<file path="src/rtl/alu_writeback.sv">
// Retire stage behind the integer ALU: in-order result queue feeding RF writes, icc/Y updates and tag-overflow traps.
// Optional zero-latency path for an empty queue is enabled by defining WB_BYPASS_EN.
module alu_writeback #(
    parameter int          DEPTH      = 2,
    parameter logic [7:0]  TT_TAG_OVF = 8'h0A
) (
    input  logic        clk,
    input  logic        rst,
    input  logic        alu_done,
    input  logic [31:0] alu_val,
    input  logic        alu_n,
    input  logic        alu_z,
    input  logic        alu_v,
    input  logic        alu_c,
    input  logic [31:0] alu_y,
    input  logic        alu_trap,
    input  logic [1:0]  ctx_op,
    input  logic [5:0]  ctx_op3,
    input  logic [4:0]  ctx_rd,
    output logic        wb_full,
    output logic        wb_empty,
    output logic        rf_we,
    output logic [4:0]  rf_waddr,
    output logic [31:0] rf_wdata,
    input  logic        rf_wready,
    output logic [3:0]  icc,
    output logic [31:0] y_reg,
    output logic        trap_req,
    output logic [7:0]  trap_tt,
    output logic        wb_overflow
);
    localparam int          AW       = (DEPTH > 1) ? $clog2(DEPTH) : 1;
    localparam logic [AW:0] FULL_CNT = (AW + 1)'(DEPTH);

    typedef struct packed {
        logic [31:0] val;
        logic [3:0]  flags;
        logic [31:0] y;
        logic        trap;
        logic [4:0]  rd;
        logic        cc_upd;
        logic        y_upd;
        logic        reg_wr;
    } entry_t;

    entry_t          mem [DEPTH];
    logic [AW-1:0]   head_ptr, tail_ptr;
    logic [AW:0]     count;
    entry_t          in_e, hd;
    logic            hd_valid, no_wr, pop, pop_q, do_push, push_ok, flush;

    // Decode the instruction context once, at push time, so retire logic only sees update bits.
    always_comb begin
        in_e       = '0;
        in_e.val   = alu_val;
        in_e.flags = {alu_n, alu_z, alu_v, alu_c};
        in_e.y     = alu_y;
        in_e.trap  = alu_trap;
        in_e.rd    = ctx_rd;
        if (ctx_op == 2'b10) begin
            in_e.cc_upd = (ctx_op3[5:4] == 2'b01) ||
                          (ctx_op3 inside {6'b100000, 6'b100001, 6'b100010, 6'b100011, 6'b100100});
            in_e.y_upd  = ctx_op3 inside {6'b001010, 6'b001011, 6'b011010, 6'b011011, 6'b100100, 6'b110000};
            in_e.reg_wr = (ctx_rd != 5'd0) && (ctx_op3 != 6'b110000);
        end else if (ctx_op == 2'b00) begin
            in_e.reg_wr = (ctx_rd != 5'd0);
        end
    end

    assign wb_full  = (count == FULL_CNT);
    assign wb_empty = (count == '0);

`ifdef WB_BYPASS_EN
    logic bypass;
    assign bypass   = wb_empty & alu_done;
    assign hd       = bypass ? in_e : mem[head_ptr];
    assign hd_valid = !rst & (!wb_empty | alu_done);
    assign pop_q    = pop & !bypass;
    assign do_push  = alu_done & !(bypass & pop);
`else
    assign hd       = mem[head_ptr];
    assign hd_valid = !rst & !wb_empty;
    assign pop_q    = pop;
    assign do_push  = alu_done;
`endif

    // Write handshake: a write retires on rf_we & rf_wready; entries without a write retire on the first edge as head.
    assign rf_we    = hd_valid & hd.reg_wr & !hd.trap;
    assign no_wr    = hd_valid & (!hd.reg_wr | hd.trap);
    assign pop      = (rf_we & rf_wready) | no_wr;
    assign flush    = pop & hd.trap;
    assign push_ok  = do_push & (!wb_full | pop_q) & !flush;
    assign rf_waddr = rf_we ? hd.rd  : 5'd0;
    assign rf_wdata = rf_we ? hd.val : 32'd0;

    always_ff @(posedge clk or posedge rst) begin
        if (rst) begin
            head_ptr    <= '0;
            tail_ptr    <= '0;
            count       <= '0;
            icc         <= 4'h0;
            y_reg       <= 32'd0;
            trap_req    <= 1'b0;
            trap_tt     <= 8'h00;
            wb_overflow <= 1'b0;
        end else begin
            trap_req <= flush;
            trap_tt  <= flush ? TT_TAG_OVF : 8'h00;
            if (pop && !hd.trap) begin
                if (hd.cc_upd) icc   <= hd.flags;
                if (hd.y_upd)  y_reg <= hd.y;
            end
            if (flush) begin
                head_ptr <= '0;
                tail_ptr <= '0;
                count    <= '0;
            end else begin
                if (push_ok) tail_ptr <= tail_ptr + 1'b1;
                if (pop_q)   head_ptr <= head_ptr + 1'b1;
                count <= count + {{AW{1'b0}}, push_ok} - {{AW{1'b0}}, pop_q};
            end
            if (do_push && wb_full && !pop_q) wb_overflow <= 1'b1;
        end
    end

    always_ff @(posedge clk) begin
        if (push_ok) mem[tail_ptr] <= in_e;
    end
endmodule

</file>
<file path="config.mk">
export PLATFORM = sky130hd
export DESIGN_NAME = alu_writeback
export DESIGN_NICKNAME = d
export VERILOG_FILES = /design/src/rtl/alu_writeback.sv
export SDC_FILE = /design/constraint.sdc
export NUM_CORES = 1
export LEC_CHECK = 0
export CORE_MARGIN = 2
export CORE_UTILIZATION = 30
export CTS_CLUSTER_SIZE = 20
export DETAILED_ROUTE_END_ITERATION = 12
export HOLD_SLACK_MARGIN = 0.12
export MAX_ROUTING_LAYER = met4
export SYNTH_ARGS = -nofsm -noshare
export SYNTH_HDL_FRONTEND = slang
export SYNTH_SLANG_ARGS = --single-unit
</file>
<file path="constraint.sdc">
create_clock -name clk -period 34.9 [get_ports clk]
set_input_delay 8.725 -clock clk [delete_from_list [all_inputs] [get_ports clk]]
set_output_delay 8.725 -clock clk [all_outputs]
set_load 0.02 [all_outputs]
</file>
==> results list, run 1 <==
* Wire length of the first global-routing pass: between 20000 and 25000 um
- The worst setup path is captured at an output pin.
* Fraction of layout cells with a size suffix above 1: 19.9%
- Area of the die: about 27000 sq um
* CTS-repair resized insts: 0
- Number of cells traversed by the worst register-to-register path: 4
- Yosys Warn Count: 0
- TritonCTS Sinks: approximately 200
* Gate Count Post-Synth: 425
- The tree is rooted in a sky130_fd_sc_hd__clkbuf_16.
- Area added between synthesis and finish: 34.6%
- The detail route stage leaves a number of antenna-violating nets equal to 0.
- Pre-Repair DR Iteration Count: 4
- Counting along the longest clock path gives a buffer depth of 2.
* Critical path launch point: rst
* Final design utilization: between 40% and 50%
* Number of standard-cell rows in the floorplan: between 50 and 60
- Clock tree from TritonCTS: done
- Final cycle utilization of the critical path: 56.0%
- Worst hold path class: reg2reg
* Inserted Clock Buffers: 17
- Setup repair after global routing left no endpoint under its margin.
- Number of antenna violations at the first check in global routing: 0
* Category of the critical setup timing path: in2out
* I/O pin count: 172
- Y dimension of the die: about 160 um
- Number of max-cap violations: 0
- IO Port Bufs: around 170
* Core Area: 25000 sq um
* Worst slew pin tran: ~1 ns
- Synth Cell Area: 7600 sq um
- For the worst setup path, the data arrival time is 10.82 ns.
* Register area share after synthesis: about 75%
- After synthesis, the netlist uses 43 different library cells.
- For this run, the top clock speed supported by timing is 51.2 MHz.
- Clock-pin slew on the worst setup and hold paths: approximately 0.07 ns
* Average wire per cell in the routed design: 16.2 um
- Worst Clk Skew: roughly 0.012 ns
- Layout fillers: about 2300
- The number of setup buffers added after CTS is 0.
* Leakage: between 3 and 4 nW
* Drt first-iter violations: around 180
- Pin count of the biggest net entering global routing: between 50 and 60
- Minimum clock period after layout: roughly 20 ns
- STA classifies the critical path startpoint as a primary input.
- Clock latency on the worst-skew pair: 0.42 ns
- Seq cells post-synth: ~200
* Power per cell area: approximately 78 nW/um^2
* Total detailed-routing wirelength: approximately 15000 um
- Initial core utilization: 30.3%
- Slack of the worst reg-to-reg path: ~32 ns
- The most critical setup path has its endpoint at rf_wdata[26].
- For this run, the post-layout net count is 684.
* Reg2Reg Capture Point: mem[0][6]$_DFFE_PP_
- Largest vdd supply drop: ~0.036 mV
* Fin Setup TNS: 0 ns
- Maximum level of the CTS H-tree: 4
* Max reg flops: about 150
- Leading cell type in the layout, fill and taps excluded: sky130_fd_sc_hd__clkdlybuf4s50_1
- Final weighted congestion in routability-driven placement: about 0.74
- Along the worst path, the maximum fanout reaches 38.
* Critical path required time: 26.17 ns
- Remaining Overflow, GRT: 0
- Measured against its own limit, the worst slew margin works out to 33.2%.
- In this run the critical register-to-register path is launched from head_ptr$_DFFE_PP0P_.
- Commonest cells after routing, fill and taps aside: 165 x sky130_fd_sc_hd__clkdlybuf4s50_1, 154 x sky130_fd_sc_hd__edfxtp_1, 70 x sky130_fd_sc_hd__mux2_2
- Buffers inserted to repair hold after CTS numbered 0.
* Detailed-route DRC error count: 0
* Die X: ~160 um
- Summing over every cut layer, the via total after detailed routing is 4112.
- The run finished with clean final reports.
* Average size of a mapped cell: 17.9 sq um
* Detail Placement HPWL: 9750 um
- Final setup viols: 0
- Antenna diode count: 0
- Count of final max-slew check failures: 0
- Per-cell via count in the routed design: 4.38
- The number of hold violations in the final report was 0.
- Overall power: between 800 and 900 uW
* Overall global routing resource usage: between 10% and 20%
* Number of global-route vias before repair: ~4300
==> how the worst min path moves through the flow <==
stage | startpoint | end | slack [ns] | cells past startpoint
floorplan | mem[0][8]$_DFFE_PP_ | head_ptr$_DFFE_PP0P_ | 0.53 | 1
global placement | wb_overflow$_DFFE_PP0P_ | wb_overflow$_DFFE_PP0P_ | 0.46 | 1
detailed placement | wb_overflow$_DFFE_PP0P_ | wb_overflow$_DFFE_PP0P_ | 0.46 | 1
CTS | wb_overflow$_DFFE_PP0P_ | wb_overflow$_DFFE_PP0P_ | 0.48 | 1
global route | wb_overflow$_DFFE_PP0P_ | wb_overflow$_DFFE_PP0P_ | 0.50 | 1
finish | wb_overflow$_DFFE_PP0P_ | wb_overflow$_DFFE_PP0P_ | 0.48 | 1
==> critical path, cell delays in order <==
cell and delay, ns:
sky130_fd_sc_hd__clkdlybuf4s50_1 0.48, sky130_fd_sc_hd__o21bai_2 0.34, sky130_fd_sc_hd__a21o_1 0.20, sky130_fd_sc_hd__buf_4 0.26, sky130_fd_sc_hd__nor2_1 0.18, sky130_fd_sc_hd__clkdlybuf4s50_1 0.62
==> cell usage after synthesis (all sizes together) <==
master	instances	area, sq um
inv	6	22.5
buf	19	131
a2111oi	3	63.8
a211o	1	8.76
nor4bb	1	10.0
ha	2	25.0
a21o	1	7.51
a31o	1	8.76
a211oi	1	7.51
and2	1	6.26
mux2	72	811
or4	2	15.0
nor3	2	10.0
dfrtp	42	1050
nor2b	3	18.8
or3b	3	26.3
o41ai	1	8.76
nand2b	1	6.26
a21oi	2	10.0
nand3b	3	22.5
nor2	44	165
or3	1	6.26
o21ba	1	10.0
and4bb	1	12.5
o21bai	1	11.3
nand2	1	3.75
conb	1	3.75
nor3b	1	7.51
o21ai	2	10.0
nor4b	2	23.8
clkbuf	6	22.5
o311ai	1	8.76
xor2	2	17.5
and4b	2	20.0
edfxtp	154	4620
mux2i	38	380
==> final cells by class <==
class / instances / area (sq um) / area share [%]
sequential: 196 / 5680 / 55.5
timing repair buffer: 172 / 1700 / 16.7
multi-input combinational: 203 / 1780 / 17.4
tap: 330 / 413 / 4.04
clock inverter: 13 / 160 / 1.57
inverter: 6 / 22.5 / 0.220
clock buffer: 19 / 464 / 4.54
==> metal layers <==
metal	part of all wire (%)	up-vias	GRT usage (%)
li1	-	1928	-
met1	44	2065	15.4
met2	51	113	19.7
met3	4.5	6	3.40
met4	0.51	0	3.50
met5	0	-	-
==> cell families after synthesis <==
family / count (synthesis) / share of synthesized area, %
fa+ha+maj: 2 / 0.329
flops: 196 / 74.7
other cells: 1 / 0.0494
xor+xnor: 2 / 0.231
mux: 110 / 15.7
compound gates: 15 / 2.04
buf+inv: 31 / 2.32
simple gates: 68 / 4.66
==> power breakdown <==
group          total [mW]  switching, mW  internal, mW  leakage, nW
clock network       0.201         0.0921         0.109        0.304
registers           0.353         0.0272         0.326         1.93
logic               0.247          0.127         0.120         1.32
==> through the flow <==
step	cells	worst slack, ns	hold slack (ns)	instance area, sq um
after global routing	939	15.27	0.498	10200
after CTS	939	15.34	0.481	10200
after global placement	907	15.41	0.460	9600
final	939	15.35	0.477	10200
after floorplan	430	12.59	0.531	7620
after detailed placement	907	15.35	0.464	9600
No activity file was read; power rests on OpenSTA's default activity.
==> inputs of run 2 (changes only) <==
Clock period 34.9 ns to 16.8 ns, I/O delays scaled along.
==> run 2 against run 1 <==
Net effect: register-to-register slack got worse by 19 ns; clock skew down 0.00087 ns; sequential share of layout area grew 0.40 points; die area is the same; final area shrank 0.72%; sequential cell count is the same; sequential power grew 110%; wire length increased by 3.1%; worst hold slack worse by 0.0039 ns; critical endpoint is now rf_wdata[9].
==> results list, run 2 (same netlist as run 1, synthesis figures left out) <==
* Pin count of the biggest net entering global routing: 60
- After the first detailed-routing iteration, the DRC count stood at 218.
- Antenna diode count: 0
- TritonCTS built the clock tree.
* Final setup slack of the worst path: about 6.3 ns
* Area added between synthesis and finish: 33.6%
- Number of antenna violations at the first check in global routing: 0
- Across every metal layer, demand over resource in global routing totals ~12%.
* Die X: around 160 um
- Category of the critical setup timing path: in2out
* Final design instance area without fill: 10200 sq um
- STA classifies the critical path endpoint as an output pin.
* Slowest Stage Delay on Critical Path: 0.63 ns
* Per-cell via count in the routed design: 4.45
- Measured in cells, the most critical reg-to-reg path has a length of 5.
- In this run the register-to-register setup slack is about 13 ns.
- Number of buffers between clock root and the deepest sink: 2
- Final cycle utilization of the critical path: just over 60%
- Counting every sink on the clock net gives 196.
- Critical path launch point: rst
- The die covers 26600 sq um.
- The tool flagged a number of max-cap violations equal to 0.
- The congestion estimate from routability-driven global placement came to roughly 0.70.
- In the final timing run, aggregate negative setup slack is 0 ns.
* Fraction of layout cells with a size suffix above 1: between 10% and 20%
* Crit-path most repeated cell: sky130_fd_sc_hd__clkdlybuf4s50_1
- Max frequency: 95.4 MHz
- The path with the worst hold slack has its endpoint at wb_overflow$_DFFE_PP0P_.
- The number of global-route vias before repair is between 4000 and 5000.
- Setup violations remaining at the end of the flow were counted as 0.
- Net total in the final layout: slightly below 700
- For this run, design rule violations remaining after detail routing come to 0.
* Initial core utilization: 30.3%
- I/O pin count: around 170
- Dividing the detail-routed wire length by the instance count gives around 17 um.
- The count of nets left with antenna violations once routing finished came out at 0.
- Count of hold-fix buffers inserted at cts: 0
- The H-tree was split into 4 levels.
- Critical path required time: around 13 ns
- Clock root buffer: sky130_fd_sc_hd__clkbuf_16
- The die is about 160 um tall.
- The worst register-to-register path begins at head_ptr$_DFFE_PP0P_.
* Total count of hold-check failures in the final report: 0
- In this run the core area contains just under 60 standard-cell rows.
* Leakage: 3.51 nW
- For this design the ratio of total power to cell area is 161 nW/um^2.
- Minimum clock period after layout: 10.48 ns
* Worst hold path class: reg2reg
* Hold path startpoint: wb_overflow$_DFFE_PP0P_
- In this run the tool buffered the top-level ports with approximately 170 buffer cells.
- Clock-pin slew on the worst setup and hold paths: around 0.07 ns
* Data arrival time of the critical path: approximately 6.3 ns
* Reg2Reg Capture Point: mem[0][75]$_DFFE_PP_
- The HPWL after detailed placement is around 10000 um.
- In this design, the largest share of critical-path delay is due to buffers and inverters.
- Core Area: roughly 25000 sq um
- Worst slew pin tran: a little under 1 ns
- Clock latency on the worst-skew pair: between 0.4 and 0.5 ns
- The worst pin sits at a relative slew slack of roughly 34%.
- Count of final max-slew check failures: 0
* CP max-delay cell: sky130_fd_sc_hd__clkdlybuf4s50_1
- After global routing the overflow that remains totals 0.
- Total detailed-routing wirelength: around 16000 um
- Biggest fanout along the worst timing path: 38
* Placed Instance Area: roughly 9600 sq um
* Run status: finished, final reports clean
- Unrepaired setup endpoints after global routing: false
- In this run, CTS created clock tree buffers numbering 17.
* Post-place setup slack: ~6.3 ns
- Counting instances, the worst hold path has a depth of 1.
- Leading cell type in the layout, fill and taps excluded: sky130_fd_sc_hd__clkdlybuf4s50_1
- CTS-repair resized insts: 0
* Overall power: around 1.6 mW
* Wire length of the first global-routing pass: about 24000 um
- Via count: roughly 4200
- Worst hold margin: 0.473 ns
- Largest vdd supply drop: between 0.07 and 0.08 mV
- Total buffers and inverters traversed by the critical path: 3
- Buffers added to address setup during post-CTS repair amount to 0.
- Worst Clk Skew: between 0.01 and 0.015 ns
- Max reg flops: between 150 and 200
- Critical Path Source Type: primary input
- The top cell types in the final layout, fill and taps aside, are 165 x sky130_fd_sc_hd__clkdlybuf4s50_1, 154 x sky130_fd_sc_hd__edfxtp_1, 70 x sky130_fd_sc_hd__mux2_2.
- Critical Path, Cell by Cell: clkdlybuf4s50_1 -> o21bai_2 -> a21o_1 -> buf_4 -> nor2_1 -> clkdlybuf4s50_1
- Pre-Repair DR Iteration Count: 4
run 2: cell types whose count changed in the layout (fill, tap and decap cells not counted):
cell / delta
sky130_fd_sc_hd__inv_8: +1
sky130_fd_sc_hd__clkinv_2: +1
sky130_fd_sc_hd__clkbuf_16: -1
sky130_fd_sc_hd__clkbuf_8: -1
sky130_fd_sc_hd__clkinv_4: +4
sky130_fd_sc_hd__bufinv_16: -1
sky130_fd_sc_hd__clkinv_1: +1
sky130_fd_sc_hd__clkinv_8: -3
sky130_fd_sc_hd__clkinvlp_4: +2
sky130_fd_sc_hd__inv_6: -3
run 2: power by group:
| group | switching [mW] | internal [mW] |
|---|---|---|
| clock network | 0.185 | 0.194 |
| logic | 0.266 | 0.248 |
| registers | 0.0602 | 0.677 |
run 2: final cells by class:
type | count | area [sq um]
sequential | 196 | 5680
timing repair buffer | 172 | 1700
inverter | 6 | 22.5
multi-input combinational | 203 | 1780
tap | 330 | 413
clock buffer | 17 | 425
clock inverter | 15 | 125
fill | 2277 | 14900
run 2: worst reg2reg max path: cells and delay by family, from the launching register on:
kind / cells / cell delay (ns)
simple gates: 2 / 0.78
buf+inv: 2 / 1.41
flops: 1 / 0.70
compound gates: 1 / 0.38
run 2: per-layer routing:
metal | share of wire (%) | GRT usage [%]
met4 | 1.2 | 3.30
met5 | 0 | -
met2 | 52 | 21.4
met3 | 3.8 | 2.74
met1 | 43 | 14.6
run 2: worst max path at each step:
stage | cells after the start | endpoint | slack [ns]
after floorplan | 3 | mem[0][0]$_DFFE_PP_ | 2.88
after global placement | 6 | rf_waddr[3] | 6.35
after detailed placement | 6 | rf_wdata[18] | 6.33
after CTS | 6 | rf_wdata[18] | 6.33
after global routing | 6 | rf_wdata[16] | 6.26
final | 6 | rf_wdata[9] | 6.32
run 2: metrics by stage:
| step | cells | util (%) |
|---|---|---|
| 5_1_grt | 939 | 40.6 |
| 3_3_place_gp | 907 | 38.4 |
| 4_1_cts | 939 | 40.6 |
| 6_report | 939 | 40.6 |
| 2_1_floorplan | 430 | - |
| 3_5_place_dp | 907 | 38.4 |
==> inputs of run 3 (changes only) <==
Clock period 16.8 ns to 9.65 ns, I/O delays scaled along.
==> run 3 against run 2 <==
Net effect: critical path type unchanged; final area grew 0.12%; clock power grew 73%; non-clock buffer count is the same; sequential cell count is the same.
==> results list, run 3 (same netlist as run 1, synthesis figures left out) <==
- The number of hold violations in the final report is 0.
- Maximum level of the CTS H-tree: 4
- The run finished with clean final reports.
* Placed cell count: approximately 910
- Clock tree from TritonCTS: done
- The analysis attributes to cell leakage a power of ~3.5 nW.
* Max frequency: between 100 and 150 MHz
* Clock-pin slew on the worst setup and hold paths: 0.07 ns
- For this run, the detailed router's first-pass iteration total came to 4.
- Power per cell area: between 200 and 300 nW/um^2
* Largest vdd supply drop: ~0.12 mV
* Net total in the final layout: between 600 and 700
- For this block, the initial DRC count from the detailed router was between 150 and 200.
- Critical path required time: about 7.2 ns
* Total detailed-routing wirelength: approximately 16000 um
- Wire length of the first global-routing pass: around 24000 um
- Setup violations remaining at the end of the flow were counted as 0.
- Minimum clock period after layout: just under 7 ns
* Final cycle utilization of the critical path: 71.4%
* Clock latency on the worst-skew pair: about 0.42 ns
- Leading cell type in the layout, fill and taps excluded: sky130_fd_sc_hd__clkdlybuf4s50_1
- Per-cell via count in the routed design: ~4.4
- Clock root buffer: sky130_fd_sc_hd__clkbuf_16
- Y dimension of the die: 163 um
- Detail Placement HPWL: just over 10000 um
- Prior to clock tree synthesis, the placed netlist has a worst setup slack of 2.74 ns.
- The worst setup path is launched from a primary input.
- Worst slew pin tran: 1.00 ns
- Number of antenna violations at the first check in global routing: 1
- The critical path is of the in2out type.
- The number of clock buffers added by TritonCTS is 17.
- In this run the worst path has a maximum fanout of 38.
- Pin count of the biggest net entering global routing: 50
* Remaining Overflow, GRT: 0
- The worst setup path is captured at an output pin.
- Average wire per cell in the routed design: 16.5 um
- Number of max-cap violations: 0
- Overall global routing resource usage: ~12%
- Counting every sink on the clock net gives approximately 200.
- Unrepaired setup endpoints after global routing: false
* Core Area: about 25000 sq um
* Tightest slew margin relative to the limit: approximately a third
- Area of the die: between 20000 and 30000 sq um
* Final cell count without fillers: 940
- In this run the most critical hold path is launched from wb_overflow$_DFFE_PP0P_.
- Fraction of layout cells with a size suffix above 1: 19.5%
* Initial core utilization: between 30% and 40%
* Worst hold margin: 0.480 ns
- CTS-repair resized insts: 0
* Count of hold-fix buffers inserted at cts: 0
- The path class of the tightest hold or removal check is reg2reg.
- The final route contains roughly 4000 vias.
- Once detail routing completed, the nets flagged for antenna violations numbered 0.
- Final setup slack of the worst path: ~2.8 ns
- Count of final max-slew check failures: 0
- I/O pin count: about 170
* Number of buffers between clock root and the deepest sink: 2
* Worst Clk Skew: approximately 0.012 ns
- The worst register-to-register path begins at head_ptr$_DFFE_PP0P_.
- Number of standard-cell rows in the floorplan: between 50 and 60
- From left edge to right edge, the die measures around 160 um.
* IO Port Bufs: about 170
- Number of global-route vias before repair: approximately 4400
- Final weighted congestion in routability-driven placement: about 0.71
* Commonest cells after routing, fill and taps aside: 165 x sky130_fd_sc_hd__clkdlybuf4s50_1, 154 x sky130_fd_sc_hd__edfxtp_1, 70 x sky130_fd_sc_hd__mux2_2
- From synthesis to final layout, the design area changed by 33.8%.
- Slack of the worst reg-to-reg path: about 6.5 ns
- Data arrival time of the critical path: ~4.5 ns
* Fin Setup TNS: 0 ns
- The register with the most flip-flops in the layout has about 150 of them.
- Post-CTS Setup Repair Bufs: 0
- Detailed-route DRC error count: 0
- Critical path launch point: rst
-- run 3: cell types whose count changed in the layout (fill, tap and decap cells not counted), sizes merged --
cell      change
clkinvlp      -1
diode         +1
clkbuf        +1
inv           +1
clkinv        -1
-- run 3: metrics by stage --
| stage | util [%] | area, sq um | power [mW] |
|---|---|---|---|
| global placement | 38.4 | 9620 | 2.19 |
| global route | 40.6 | 10200 | 2.99 |
| CTS | 40.6 | 10200 | 2.89 |
| finish | 40.6 | 10200 | 2.83 |
| floorplan | - | 7620 | 1.84 |
| detailed placement | 38.4 | 9620 | 2.22 |
-- run 3: path summary, 6_finish.rpt --
check	end	cells after the start
min	wb_overflow$_DFFE_PP0P_	1
min in group asynchronous	count[0]$_DFF_PP0_	2
max	rf_wdata[9]	6
max reg2reg	mem[0][7]$_DFFE_PP_	4
max in group asynchronous	head_ptr$_DFFE_PP0P_	2
min reg2reg	wb_overflow$_DFFE_PP0P_	1
-- run 3: critical path: stages --
cell and delay [ns]:
sky130_fd_sc_hd__clkdlybuf4s50_1 0.48, sky130_fd_sc_hd__o21bai_2 0.33, sky130_fd_sc_hd__a21o_1 0.20, sky130_fd_sc_hd__buf_4 0.25, sky130_fd_sc_hd__nor2_1 0.17, sky130_fd_sc_hd__clkdlybuf4s50_1 0.62
-- run 3: cell type report --
cell class / count / area [sq um]
Fill cell: 2311 / 14900
Sequential cell: 196 / 5680
Multi-Input combinational cell: 203 / 1800
Timing Repair Buffer: 172 / 1700
Clock buffer: 18 / 429
Tap cell: 330 / 413
Clock inverter: 14 / 119
Inverter: 6 / 22.5
Antenna cell: 1 / 2.50
-- run 3: per-layer routing --
layer  global-route usage [%]  vias up  share of wire, %
li1                         -     1934                 -
met1                     14.3     2050                43
met2                     20.7      102                52
met3                     2.72       10               4.0
met4                     5.11        0               1.4
met5                        -        -                 0
-- run 3: where the power goes --
group	internal, mW	switching, mW
combinational	0.434	0.444
clock	0.338	0.319
sequential	1.18	0.119
total	1.95	0.881
